## config.mk

```make
export PLATFORM = sky130hd
export DESIGN_NAME = fifo_rd_drain_flat
export DESIGN_NICKNAME = d
export VERILOG_FILES = /design/src/rtl/fifo_rd_drain_if.sv /design/src/rtl/fifo_rd_drain.sv /design/src/flat_wrapper.sv
export SDC_FILE = /design/constraint.sdc
export NUM_CORES = 1
export LEC_CHECK = 0
export CORE_MARGIN = 1
export CORE_UTILIZATION = 25
export DETAILED_ROUTE_END_ITERATION = 10
export PLACE_DENSITY = 0.52
export SYNTH_ARGS = -nofsm -noshare
export SYNTH_HDL_FRONTEND = slang
export SYNTH_SLANG_ARGS = --single-unit
```

## constraint.sdc

```tcl
create_clock -name rclk -period 5.09 [get_ports rclk]
set_input_delay 0.7635 -clock rclk [delete_from_list [all_inputs] [get_ports rclk]]
set_output_delay 0.7635 -clock rclk [all_outputs]
set_load 0.03 [all_outputs]
```

## src/rtl/fifo_rd_drain_if.sv

```systemverilog
// FIFO read port plus output stream bundle for fifo_rd_drain.
// master = the drain block, slave = the FIFO/stream neighbours around it.
interface fifo_rd_drain_if #(
  parameter int unsigned WIDTH = 8
);
  logic             en;
  logic             empty;
  logic             ren;
  logic [WIDTH-1:0] rdata;
  logic             m_valid;
  logic [WIDTH-1:0] m_data;
  logic             m_ready;
  logic             busy;
  logic [15:0]      rd_count;

  modport master (
    input  en, empty, rdata, m_ready,
    output ren, m_valid, m_data, busy, rd_count
  );

  modport slave (
    output en, empty, rdata, m_ready,
    input  ren, m_valid, m_data, busy, rd_count
  );
endinterface

```

## src/rtl/fifo_rd_drain.sv

```systemverilog
// Drains a synchronous FIFO into a valid/ready stream through a 2-entry skid buffer.
// Optional delivered-word counter enabled by defining RD_COUNT_EN.
module fifo_rd_drain #(
  parameter int unsigned WIDTH = 8
) (
  input logic             rclk,
  input logic             rst,
  fifo_rd_drain_if.master bus
);

  localparam int unsigned CNT_W = 2;
  localparam int unsigned OCC_W = 3;

  logic [CNT_W-1:0] cnt;
  logic [CNT_W-1:0] cnt_nxt;
  logic             infl;
  logic             armed;
  logic [WIDTH-1:0] buf0;
  logic [WIDTH-1:0] buf1;
  logic [WIDTH-1:0] buf0_nxt;
  logic [WIDTH-1:0] buf1_nxt;
  logic             pop_c;
  logic             ren_c;
  logic [OCC_W-1:0] occ_c;

  // Occupancy after this edge, read issue and buffer update (buf0 is always the oldest word)
  always_comb begin
    pop_c    = (cnt != CNT_W'(0)) && bus.m_ready;
    occ_c    = OCC_W'(cnt) + OCC_W'(infl) - OCC_W'(pop_c);
    ren_c    = armed && bus.en && !bus.empty && (occ_c < OCC_W'(2));
    cnt_nxt  = occ_c[CNT_W-1:0];
    buf0_nxt = buf0;
    buf1_nxt = buf1;
    case ({infl, pop_c})
      2'b10: begin
        if (cnt == CNT_W'(0)) buf0_nxt = bus.rdata;
        else                  buf1_nxt = bus.rdata;
      end
      2'b01: begin
        buf0_nxt = buf1;
      end
      2'b11: begin
        if (cnt == CNT_W'(1)) begin
          buf0_nxt = bus.rdata;
        end else begin
          buf0_nxt = buf1;
          buf1_nxt = bus.rdata;
        end
      end
      default: begin
      end
    endcase
  end

  // armed holds off the first read until one edge after reset release
  always_ff @(posedge rclk or posedge rst) begin
    if (rst) begin
      cnt   <= '0;
      infl  <= 1'b0;
      armed <= 1'b0;
      buf0  <= '0;
      buf1  <= '0;
    end else begin
      cnt   <= cnt_nxt;
      infl  <= ren_c;
      armed <= 1'b1;
      buf0  <= buf0_nxt;
      buf1  <= buf1_nxt;
    end
  end

  assign bus.ren     = ren_c;
  assign bus.m_valid = (cnt != CNT_W'(0));
  assign bus.m_data  = buf0;
  assign bus.busy    = (cnt != CNT_W'(0)) || infl;

`ifdef RD_COUNT_EN
  logic [15:0] rd_count_q;

  // Free-running delivered-word count, wraps naturally at 16 bits
  always_ff @(posedge rclk or posedge rst) begin
    if (rst)        rd_count_q <= '0;
    else if (pop_c) rd_count_q <= rd_count_q + 16'd1;
  end

  assign bus.rd_count = rd_count_q;
`else
  assign bus.rd_count = 16'd0;
`endif

endmodule

```

## src/flat_wrapper.sv

```systemverilog
// flat-port wrapper written by rule: the top's interface ports become plain ports
module fifo_rd_drain_flat 
#(
  parameter int unsigned WIDTH = 8
)
  (rclk, rst, bus_en, bus_empty, bus_rdata, bus_m_ready, bus_ren, bus_m_valid, bus_m_data, bus_busy, bus_rd_count);
  fifo_rd_drain_if #(.WIDTH(WIDTH)) bus_i ();
  input logic rclk;
  input logic rst;
  input wire logic [$bits(bus_i.en)-1:0] bus_en;
  input wire logic [$bits(bus_i.empty)-1:0] bus_empty;
  input wire logic [$bits(bus_i.rdata)-1:0] bus_rdata;
  input wire logic [$bits(bus_i.m_ready)-1:0] bus_m_ready;
  output wire logic [$bits(bus_i.ren)-1:0] bus_ren;
  output wire logic [$bits(bus_i.m_valid)-1:0] bus_m_valid;
  output wire logic [$bits(bus_i.m_data)-1:0] bus_m_data;
  output wire logic [$bits(bus_i.busy)-1:0] bus_busy;
  output wire logic [$bits(bus_i.rd_count)-1:0] bus_rd_count;
  assign bus_i.en = bus_en;
  assign bus_i.empty = bus_empty;
  assign bus_i.rdata = bus_rdata;
  assign bus_i.m_ready = bus_m_ready;
  assign bus_ren = bus_i.ren;
  assign bus_m_valid = bus_i.m_valid;
  assign bus_m_data = bus_i.m_data;
  assign bus_busy = bus_i.busy;
  assign bus_rd_count = bus_i.rd_count;
  fifo_rd_drain #(.WIDTH(WIDTH)) u_core (.rclk(rclk), .rst(rst), .bus(bus_i));
endmodule
```

==> summary.md <==
| Metric | Value |
|---|---|
| Critical Path Start Type | primary input |
| Core ar. | between 4000 and 5000 um2 |
| First-pass GRT wire length | ~3.8 mm |
| Post-synth top area cell | dfrtp_1 |
| CP max FO | 10 |
| Top Ports | 40 |
| Max Clock Skew | between 0.006 and 0.007 ns |
| Via/cell ratio | between 4 and 5 |
| Count leader, synth | dfrtp_1 |
| Rows | 24 |
| Max_cap viols | 0 |
| CTS Hold Bufs | 0 |
| Worst-skew pair later-pin latency | about 0.26 ns |
| Cell Count, Final, Fillers Out | between 150 and 200 |
| CTS clock-pin slew for the worst setup and hold paths | 0.08 ns |
| Proportion of layout cells with a drive suffix above 1 | 21.2% |
| Sw Ratio | about two fifths |
| Initial antenna violation count | 0 |
| Post-CTS Setup Bufs | 0 |
| Area Growth Syn to Fin | 23.0% |
| Internal Power | around 0.56 mW |
| Share of the synthesized area in the top cell type | roughly 44% |
| Critical path arrival | 3.31 ns |
| Cell Area, Synth | around 1100 um2 |
| CTS tree | done |
| Gate power share | a little under half |
| DP HPWL | around 1.6 mm |
| WS Path Type | primary input to output pin |
| Initial core utilization | approximately 26% |
| Final Max Tran Viols | 0 |
| Minimum clock period after layout | approximately 4 ns |
| Commonest cells post-synth | dfrtp_1, buf_4, mux2_4 |
| # nets final | approximately 130 |
| First-pass iteration count of the detailed router | 4 |
| Slew HR | between 40% and 50% |
| CTS root buf | clkbuf_8 |
| Clock Path Buffers | 2 |
| Final ANT Viol Nets | 0 |
| Drt total wl | about 2.2 mm |
| Pin count of the biggest net entering global routing | 21 |
| Seq/Total Area, Yosys | between 40 and 50% |
| Synth warnings | 0 |
| Crit path capture type | output pin |
| Clock share of power | between 10% and 20% |
| Status | completed |
| Fmax | roughly 0.25 GHz |
| Net Sw Power | roughly 0.34 mW |
| RD Place Congestion | between 0.7 and 0.8 |
| Crit share post-route | ~80% |
| PwrDens | around 650 nW/um2 |
| Number of diodes | 0 |
| Post-synth ARST share | 100% |
| Filler instances | about 460 |
| CP Data Required Time | between 4 and 5 ns |
| Synth area leaders | dfrtp_1, buf_4, mux2_4 |
| Static leakage | 0.633 nW |
| Final Hold Viols | 0 |
| Die height | around 70 um |
| Num CTS Buffers | 3 |
| Worst-Margin Slew | about 0.76 ns |
| Htree depth | 1 |
| # resized after CTS | 0 |
| CTS Sinks | 20 |
| GRT Resource Usage Total | under 10% |
| Final setup fails | 0 |
| Number of synthesized flops with an enable pin | 0 |
| Syn avg cell area | between 10 and 15 um2 |
| Final routed DRC violation total | 0 |
| Die X | ~69 um |
| Die Area | about 4800 um2 |
| # placed instances | about 170 |
| Gr ovfl total | 0 |
| Iteration-0 DRC Markers | 29 |
| PortBufs | 23 |
| RSZ-0062 raised after global routing | false |
| Setup TNS | 0 ns |
| Flops & latches, synth | 20 |
| Worst min path class | flop to flop |
| Avg WL per Cell | ~13 um |
| Synth cell types | 28 |
| Sequential power share | roughly a third |
| Top FF cell, synth | dfrtp_1 |
| Vias | around 730 |
| VDD IR max | between 150 and 200 uV |
| Syn Inst Count | 97 |
| Vias in the first global route | ~740 |
[path summary, 6_finish.rpt]
path / startpoint / end / slack (ns) / depth (start not counted)
min in group asynchronous: rst / u_core.bus.m_data[4] / 0.93 / 2
hold / removal: u_core.armed / u_core.infl / 0.51 / 2
setup / recovery: bus_m_ready / bus_ren / 1.01 / 7
setup reg to reg: u_core.cnt[1] / u_core.infl / 3.06 / 5
max in group asynchronous: rst / u_core.bus.m_data[0] / 3.68 / 2
hold reg to reg: u_core.armed / u_core.infl / 0.51 / 2
[placed cells by master (no fill, tap or decap), drive strengths merged]
master and n:
a31oi 4, or3 1, nor2b 1, nand4 4, conb 17, bufinv 1, o221ai 1, or2 1
nand2 2, o221a 7, clkdlybuf4s50 23, nand3b 1, dfrtp 20, ha 1, nand2b 1, fa 1
and2 1, a21bo 1, o21bai 1, clkbuf 3, nor2 4, inv 7, o21ai 1, mux2 8
xnor2 1, nor4 5
[routing by layer]
layer  GRT usage, %  share of wire [%]  vias to the layer above
met4           2.72               0.59                        0
met5              0                  0                        -
li1               -                  -                      350
met1           13.6                 50                      353
met3           3.20                4.2                        2
met2           15.1                 45                       23
[sequential cells by signal (all words and copies together), names as in the netlist]
register / flops
u_core.buf1: 8
u_core.bus.m_data: 8
u_core.cnt: 2
u_core.armed: 1
u_core.infl: 1
[final cells by class]
class,count,area (um2),area share [%]
inverters,7,26.3,1.89
clock buffers,3,41.3,2.97
well taps,52,65.1,4.68
clock inverters,1,30.0,2.16
flip-flops and latches,20,500,36.0
multi-input cells,64,497,35.7
repair buffers,23,230,16.6
[worst max-delay path: stages]
cell             delay, ns
clkdlybuf4s50_1       0.54
nand2b_4              0.21
nand2_1               0.07
ha_1                  0.19
fa_1                  0.45
nor4_1                0.35
clkdlybuf4s50_1       0.74
[power groups by stage]
stage          Sequential [mW]  Clock [mW]  Combinational [mW]
2_1_floorplan            0.340           0               0.281
3_3_place_gp             0.307           0               0.427
3_5_place_dp             0.310           0               0.434
4_1_cts                  0.307       0.164               0.437
5_1_grt                  0.320       0.170               0.462
6_report                 0.308       0.160               0.431
[cells by family (layout without fill, tap and decap cells)]
| group | count (synthesis) | count (layout) | share of synthesized area [%] |
|---|---|---|---|
| flip-flops | 20 | 20 | 44.3 |
| other | 2 | 17 | 0.665 |
| buffers and inverters | 28 | 34 | 16.7 |
| AO/OA/AOI/OAI | 15 | 15 | 12.3 |
| AND/OR/NAND/NOR | 21 | 21 | 11.7 |
| adder cells (fa/ha/maj) | 2 | 2 | 2.88 |
| XOR/XNOR | 1 | 1 | 0.775 |
| multiplexers | 8 | 8 | 10.6 |
[stage by stage]
step | hold WS [ns] | worst slack (ns) | total power [mW] | util [%] | cell area, um2
2_1_floorplan | 0.481 | 1.62 | 0.622 | - | 1190
3_3_place_gp | 0.495 | 1.03 | 0.734 | 30.3 | 1320
3_5_place_dp | 0.496 | 0.981 | 0.744 | 30.3 | 1320
4_1_cts | 0.516 | 0.963 | 0.909 | 31.9 | 1390
5_1_grt | 0.536 | 0.859 | 0.952 | 31.9 | 1390
6_report | 0.509 | 1.01 | 0.898 | 31.9 | 1390
(Power assumes the default switching activity.)
